**src/rtl/param_universal_shift_reg_pkg.sv**
```systemverilog
// Shared types for the universal shift register: operation encodings and
// burst state machine states.
package usr_pkg;

    typedef enum logic [2:0] {
        MODE_HOLD  = 3'b000,
        MODE_SHR   = 3'b001,
        MODE_SHL   = 3'b010,
        MODE_LOAD  = 3'b011,
        MODE_ROR   = 3'b100,
        MODE_ROL   = 3'b101,
        MODE_ASR   = 3'b110,
        MODE_BURST = 3'b111
    } usr_mode_e;

    typedef enum logic {
        IDLE,
        SHIFTING
    } usr_state_e;

endpackage

```
**src/rtl/param_universal_shift_reg_if.sv**
```systemverilog
// Control/data bundle between the controller (master) and the shift
// register (slave).
interface param_universal_shift_reg_if #(
    parameter int WIDTH = 8,
    parameter int CNT_W = $clog2(WIDTH + 1)
);
    logic             en;
    logic [2:0]       mode;
    logic [WIDTH-1:0] din;
    logic             sir;
    logic             sil;
    logic [WIDTH-1:0] q;
    logic             so_r;
    logic             so_l;
    logic             busy;
    logic             done;
    logic [CNT_W-1:0] cnt;

    modport master (
        output en, mode, din, sir, sil,
        input  q, so_r, so_l, busy, done, cnt
    );

    modport slave (
        input  en, mode, din, sir, sil,
        output q, so_r, so_l, busy, done, cnt
    );
endinterface

```
**src/rtl/param_universal_shift_reg.sv**
```systemverilog
// Universal shift register with rotate/arithmetic modes and a self-timed
// burst mode that serialises a loaded word LSB-first on so_r.
module param_universal_shift_reg
    import usr_pkg::*;
#(
    parameter int WIDTH = 8,
    parameter int CNT_W = $clog2(WIDTH + 1)
) (
    input logic clk,
    input logic rst,
    param_universal_shift_reg_if.slave bus
);

    usr_state_e       state_q, state_d;
    logic [WIDTH-1:0] q_q, q_d;
    logic [CNT_W-1:0] cnt_q, cnt_d;
    logic             done_q, done_d;

    always_ff @(posedge clk or negedge rst) begin
        if (!rst) begin
            state_q <= IDLE;
            q_q     <= '0;
            cnt_q   <= '0;
            done_q  <= 1'b0;
        end else begin
            state_q <= state_d;
            q_q     <= q_d;
            cnt_q   <= cnt_d;
            done_q  <= done_d;
        end
    end

    // done defaults low every edge, so it is a single-cycle pulse even when en is low.
    always_comb begin
        state_d = state_q;
        q_d     = q_q;
        cnt_d   = cnt_q;
        done_d  = 1'b0;
        case (state_q)
            IDLE: begin
                if (bus.en) begin
                    case (usr_mode_e'(bus.mode))
                        MODE_HOLD:  q_d = q_q;
                        MODE_SHR:   q_d = {bus.sir, q_q[WIDTH-1:1]};
                        MODE_SHL:   q_d = {q_q[WIDTH-2:0], bus.sil};
                        MODE_LOAD:  q_d = bus.din;
                        MODE_ROR:   q_d = {q_q[0], q_q[WIDTH-1:1]};
                        MODE_ROL:   q_d = {q_q[WIDTH-2:0], q_q[WIDTH-1]};
                        MODE_ASR:   q_d = {q_q[WIDTH-1], q_q[WIDTH-1:1]};
                        MODE_BURST: begin
                            q_d     = bus.din;
                            cnt_d   = CNT_W'(WIDTH);
                            state_d = SHIFTING;
                        end
                        default:    q_d = q_q;
                    endcase
                end
            end
            SHIFTING: begin
                if (bus.en) begin
                    q_d = {bus.sir, q_q[WIDTH-1:1]};
                    // Treat a zero count as finished too, so the counter can never wrap.
                    if (cnt_q <= CNT_W'(1)) begin
                        cnt_d   = '0;
                        state_d = IDLE;
                        done_d  = 1'b1;
                    end else begin
                        cnt_d = cnt_q - CNT_W'(1);
                    end
                end
            end
            default: state_d = IDLE;
        endcase
    end

    assign bus.q    = q_q;
    assign bus.so_r = q_q[0];
    assign bus.so_l = q_q[WIDTH-1];
    assign bus.busy = (state_q == SHIFTING);
    assign bus.done = done_q;
    assign bus.cnt  = cnt_q;

endmodule

```
**src/flat_wrapper.sv**
```systemverilog
// flat-port wrapper written by rule: the top's interface ports become plain ports
module param_universal_shift_reg_flat import usr_pkg::*;
#(
    parameter int WIDTH = 8,
    parameter int CNT_W = $clog2(WIDTH + 1)
)
  (clk, rst, bus_en, bus_mode, bus_din, bus_sir, bus_sil, bus_q, bus_so_r, bus_so_l, bus_busy, bus_done, bus_cnt);
  param_universal_shift_reg_if #(.WIDTH(WIDTH), .CNT_W(CNT_W)) bus_i ();
  input logic clk;
  input logic rst;
  input wire logic [$bits(bus_i.en)-1:0] bus_en;
  input wire logic [$bits(bus_i.mode)-1:0] bus_mode;
  input wire logic [$bits(bus_i.din)-1:0] bus_din;
  input wire logic [$bits(bus_i.sir)-1:0] bus_sir;
  input wire logic [$bits(bus_i.sil)-1:0] bus_sil;
  output wire logic [$bits(bus_i.q)-1:0] bus_q;
  output wire logic [$bits(bus_i.so_r)-1:0] bus_so_r;
  output wire logic [$bits(bus_i.so_l)-1:0] bus_so_l;
  output wire logic [$bits(bus_i.busy)-1:0] bus_busy;
  output wire logic [$bits(bus_i.done)-1:0] bus_done;
  output wire logic [$bits(bus_i.cnt)-1:0] bus_cnt;
  assign bus_i.en = bus_en;
  assign bus_i.mode = bus_mode;
  assign bus_i.din = bus_din;
  assign bus_i.sir = bus_sir;
  assign bus_i.sil = bus_sil;
  assign bus_q = bus_i.q;
  assign bus_so_r = bus_i.so_r;
  assign bus_so_l = bus_i.so_l;
  assign bus_busy = bus_i.busy;
  assign bus_done = bus_i.done;
  assign bus_cnt = bus_i.cnt;
  param_universal_shift_reg #(.WIDTH(WIDTH), .CNT_W(CNT_W)) u_core (.clk(clk), .rst(rst), .bus(bus_i));
endmodule
```
**config.mk**
```make
export PLATFORM = sky130hd
export DESIGN_NAME = param_universal_shift_reg_flat
export DESIGN_NICKNAME = d
export VERILOG_FILES = /design/src/rtl/param_universal_shift_reg_pkg.sv /design/src/rtl/param_universal_shift_reg_if.sv /design/src/rtl/param_universal_shift_reg.sv /design/src/flat_wrapper.sv
export SDC_FILE = /design/constraint.sdc
export NUM_CORES = 1
export LEC_CHECK = 0
export CAP_MARGIN = 20
export CORE_MARGIN = 2
export CORE_UTILIZATION = 40
export CTS_CLUSTER_DIAMETER = 30
export DETAILED_ROUTE_END_ITERATION = 16
export PLACE_DENSITY = 0.68
export SLEW_MARGIN = 30
export SYNTH_ARGS = -nofsm -noshare
export SYNTH_HDL_FRONTEND = slang
export SYNTH_SLANG_ARGS = --single-unit
```
**constraint.sdc**
```tcl
create_clock -name clk -period 4.2 [get_ports clk]
set_input_delay 0.63 -clock clk [delete_from_list [all_inputs] [get_ports clk]]
set_output_delay 0.63 -clock clk [all_outputs]
set_load 0.02 [all_outputs]
```
==> results.toml <==
[outcome]
outcome = "complete, no violations"

[route]
wire_per_inst_um = 13.4
firstDrtPassIters = 4
vias_per_cell = 5.55
wirelength_um = 2230
vias = 921
route.detailed.drc = 0
antenna_left = 0
drtIter0Drc = 16

[hold_path]
hold_path_end = "u_core.bus.cnt[3]"
worst_hold_path.num_cells = 1
min_path_type = "flop to flop"
hold_start = "u_core.bus.cnt[3]"

[global_routing]
overflow = 0
grt_pass1_wl_um = 3670
antenna_found_initial = 0
grtUsageTotal_pct = 17.7
grt_max_degree = 22
grt_pass1_vias = 844

[synthesis]
yosys_warnings = 0
syn_area_per_cell_um2 = 8.89
synthesis.area_um2 = 987
synth_top_area_cell = "dfrtp_1"
synthArstFlopShare_pct = 100
synth_cells = 111
synth-edff-count = 0
ys_ff_latch = 14
yosysSeqAreaShare_pct = 35.5
syn_nets = 129
synth_top_area_share_pct = 35.5
ys_types = 37
synth.area.top_cells = "dfrtp_1 (35%), nand2_1 (6.1%), buf_6 (5.7%)"
synthFlopType = "dfrtp_1"

[worst_setup_path]
required_ns = 3.57
crit_fanout = 18
start_kind = "flop"
cp_slowest_cell = "clkdlybuf4s50_1"
rr_worst_depth = 6
r2r-end = "u_core.bus.cnt[2]"
cp_data_arrival_time_ns = 1.68
critical_path_class = "flop to primary output"
cp_top_family = "buffers and inverters"
worst-path-buf-inv = 1
reg2reg_from = "u_core.bus.cnt[0]"
path_cells = "clkdlybuf4s50_1"
r2r_slack_ns = 2.58
cp-end-kind = "primary output"
slowest_delay_ns = 0.71

[placement]
post-place-ws_ns = 1.71
gp_congestion = 0.793
portBuffers = 31
post_dp_cell_area_um2 = 1250
dp_hpwl_um = 1560

[layout]
final_cell_area_um2 = 1280
drive_above_1_share_pct = 5.88
syn2layout_area_growth_pct = 30.0
nNetsFinal = 155
final_util_pct = 53.3
num_antenna_cells = 0
fill_cells = 219

[clocking]
cts_tree = "done"
cts_max_level = 1
cts_max_path_buffers = 2
cts.hold.buffers_added = 0
cts-resized-gates = 0
postCtsSetupRepairBufs = 0
clock_latency_ns = 0.28
clk_pin_slew_ns = 0.09
clkSinkCount = 14
root_buffer = "clkbuf_4"
cts_made_buffers = 3

[sta]
finalHoldViolCount = 0
max_freq_mhz = 434
worst_hold_slack_ns = 0.561
fin_crit_sh_pct = 54.9
slew_headroom_pct = 55.4
finalSetupViolations = 0
period_minus_slack_ns = 2.31
worst_slew_pin_slew_ns = 0.668
slew_violations = 0
setup_tns_ns = 0
rsz0062_at_grt = "no"
worst_slack_ns = 1.89
clock_skew_ns = 0.00511

[die]
io_pins = 32
die_h_um = 53.7
rows = 18
dieWidth_um = 53.7
initial_core_util_pct = 41.0
core_area_um2 = 2410
die-area_um2 = 2880

[power_and_ir_drop]
p_switching_w = 0.000338
clkPwrFrac_pct = 12.6
power_per_cell_area_nw_per_um2 = 613
combPwrFrac_pct = 51.5
p_int_w = 0.000449
p_leak_nw = 0.510
ir_worst_vdd_uv = 395
pwr-share-seq_pct = 35.9
switching_share_pct = 42.9

[flow_run]
cap_viol_max_count = 0
-- layout by cell type, fill, tap and decap left out, drive strengths merged --
cell / synthesis / routed
a311o: 1 / 1
o311ai: 2 / 2
clkdlybuf4s50: 0 / 31
o21bai: 1 / 1
and2: 2 / 2
nand3: 6 / 6
nor4: 2 / 2
mux2i: 1 / 1
o31ai: 1 / 1
inv: 2 / 2
and3: 1 / 1
o21a: 1 / 1
nor2: 12 / 12
nand2b: 1 / 1
nand2: 16 / 16
clkbuf: 1 / 4
a31o: 6 / 6
o22ai: 1 / 1
mux2: 1 / 1
a211oi: 2 / 2
ha: 2 / 2
nor2b: 2 / 2
dfrtp: 14 / 14
nand3b: 7 / 7
nand4b: 1 / 1
o41ai: 1 / 1
a21o: 2 / 2
a21oi: 3 / 3
nor3b: 1 / 1
a31oi: 7 / 7
o41a: 1 / 1
o21ai: 1 / 1
-- cell families (layout without fill, tap and decap cells) --
logic type / count (synthesis) / in the layout / synth area share [%]
flops: 14 / 14 / 35.5
simple gates: 51 / 51 / 27.3
compound gates: 30 / 30 / 22.9
fa+ha+maj: 2 / 2 / 2.53
mux: 2 / 2 / 2.15
buf+inv: 12 / 37 / 9.63
-- power groups by stage --
stage / registers (W) / clock network, W / logic (W)
final: 0.000283 / 0.0000994 / 0.000405
after global routing: 0.000297 / 0.000112 / 0.000444
after floorplan: 0.000324 / 0 / 0.000212
after CTS: 0.000282 / 0.000102 / 0.000408
after global placement: 0.000284 / 0 / 0.000402
after detailed placement: 0.000284 / 0 / 0.000407
-- worst register-to-register path, cell delays in order (launching register included) --
cell and delay [ns]:
dfrtp_1 0.42, inv_1 0.10, ha_1 0.19, nor2_1 0.06, o311ai_1 0.45, o21ai_1 0.11
a21o_1 0.18
-- metal layers --
metal  track usage (%)  share of wire (%)  wire (um)
met4              8.12                1.7         39
met3              3.61                5.5        123
met2              25.6                 43        970
met5                 0                  0          0
met1              25.3                 49       1100
-- synthesized netlist by cell type, types with 2 or more instances --
cell	n
nor4_1	2
nor2_1	12
inv_1	2
nand3_1	6
buf_4	3
nand2_1	16
a211oi_1	2
a21o_1	2
a31o_1	6
nand3b_1	6
ha_1	2
buf_6	5
a21oi_1	3
a31oi_1	7
and2_1	2
dfrtp_1	14
-- worst max path at each step --
stage                         start         endpoint  slack (ns)  depth (start not counted)
detailed placement      bus_mode[0]  u_core.bus.q[0]        1.71                          5
global placement        bus_mode[0]  u_core.bus.q[0]        1.77                          5
finish              u_core.bus.busy         bus_busy        1.89                          1
global route        u_core.bus.busy         bus_busy        1.77                          1
CTS                 u_core.bus.busy         bus_busy        1.88                          1
floorplan               bus_mode[0]  u_core.bus.q[7]        2.60                          4
-- per-stage QoR --
step	total power, W	cells
finish	0.000787	166
detailed placement	0.000691	162
floorplan	0.000537	111
CTS	0.000792	166
global placement	0.000686	162
global route	0.000853	166
-- flip-flops by register name (all words and copies together), names as in the netlist --
name,cells
u_core.bus.busy,1
u_core.bus.done,1
u_core.bus.cnt,4
u_core.bus.q,8
-- layout make-up --
class	instances	area [um^2]	area share, %
clock buffer	4	36.3	2.83
multi-input combinational	85	542	42.2
sequential	14	350	27.3
tap	30	37.5	2.92
inverter	2	7.51	0.585
timing repair buffer	31	310	24.2
No activity file was read; power rests on OpenSTA's default activity.
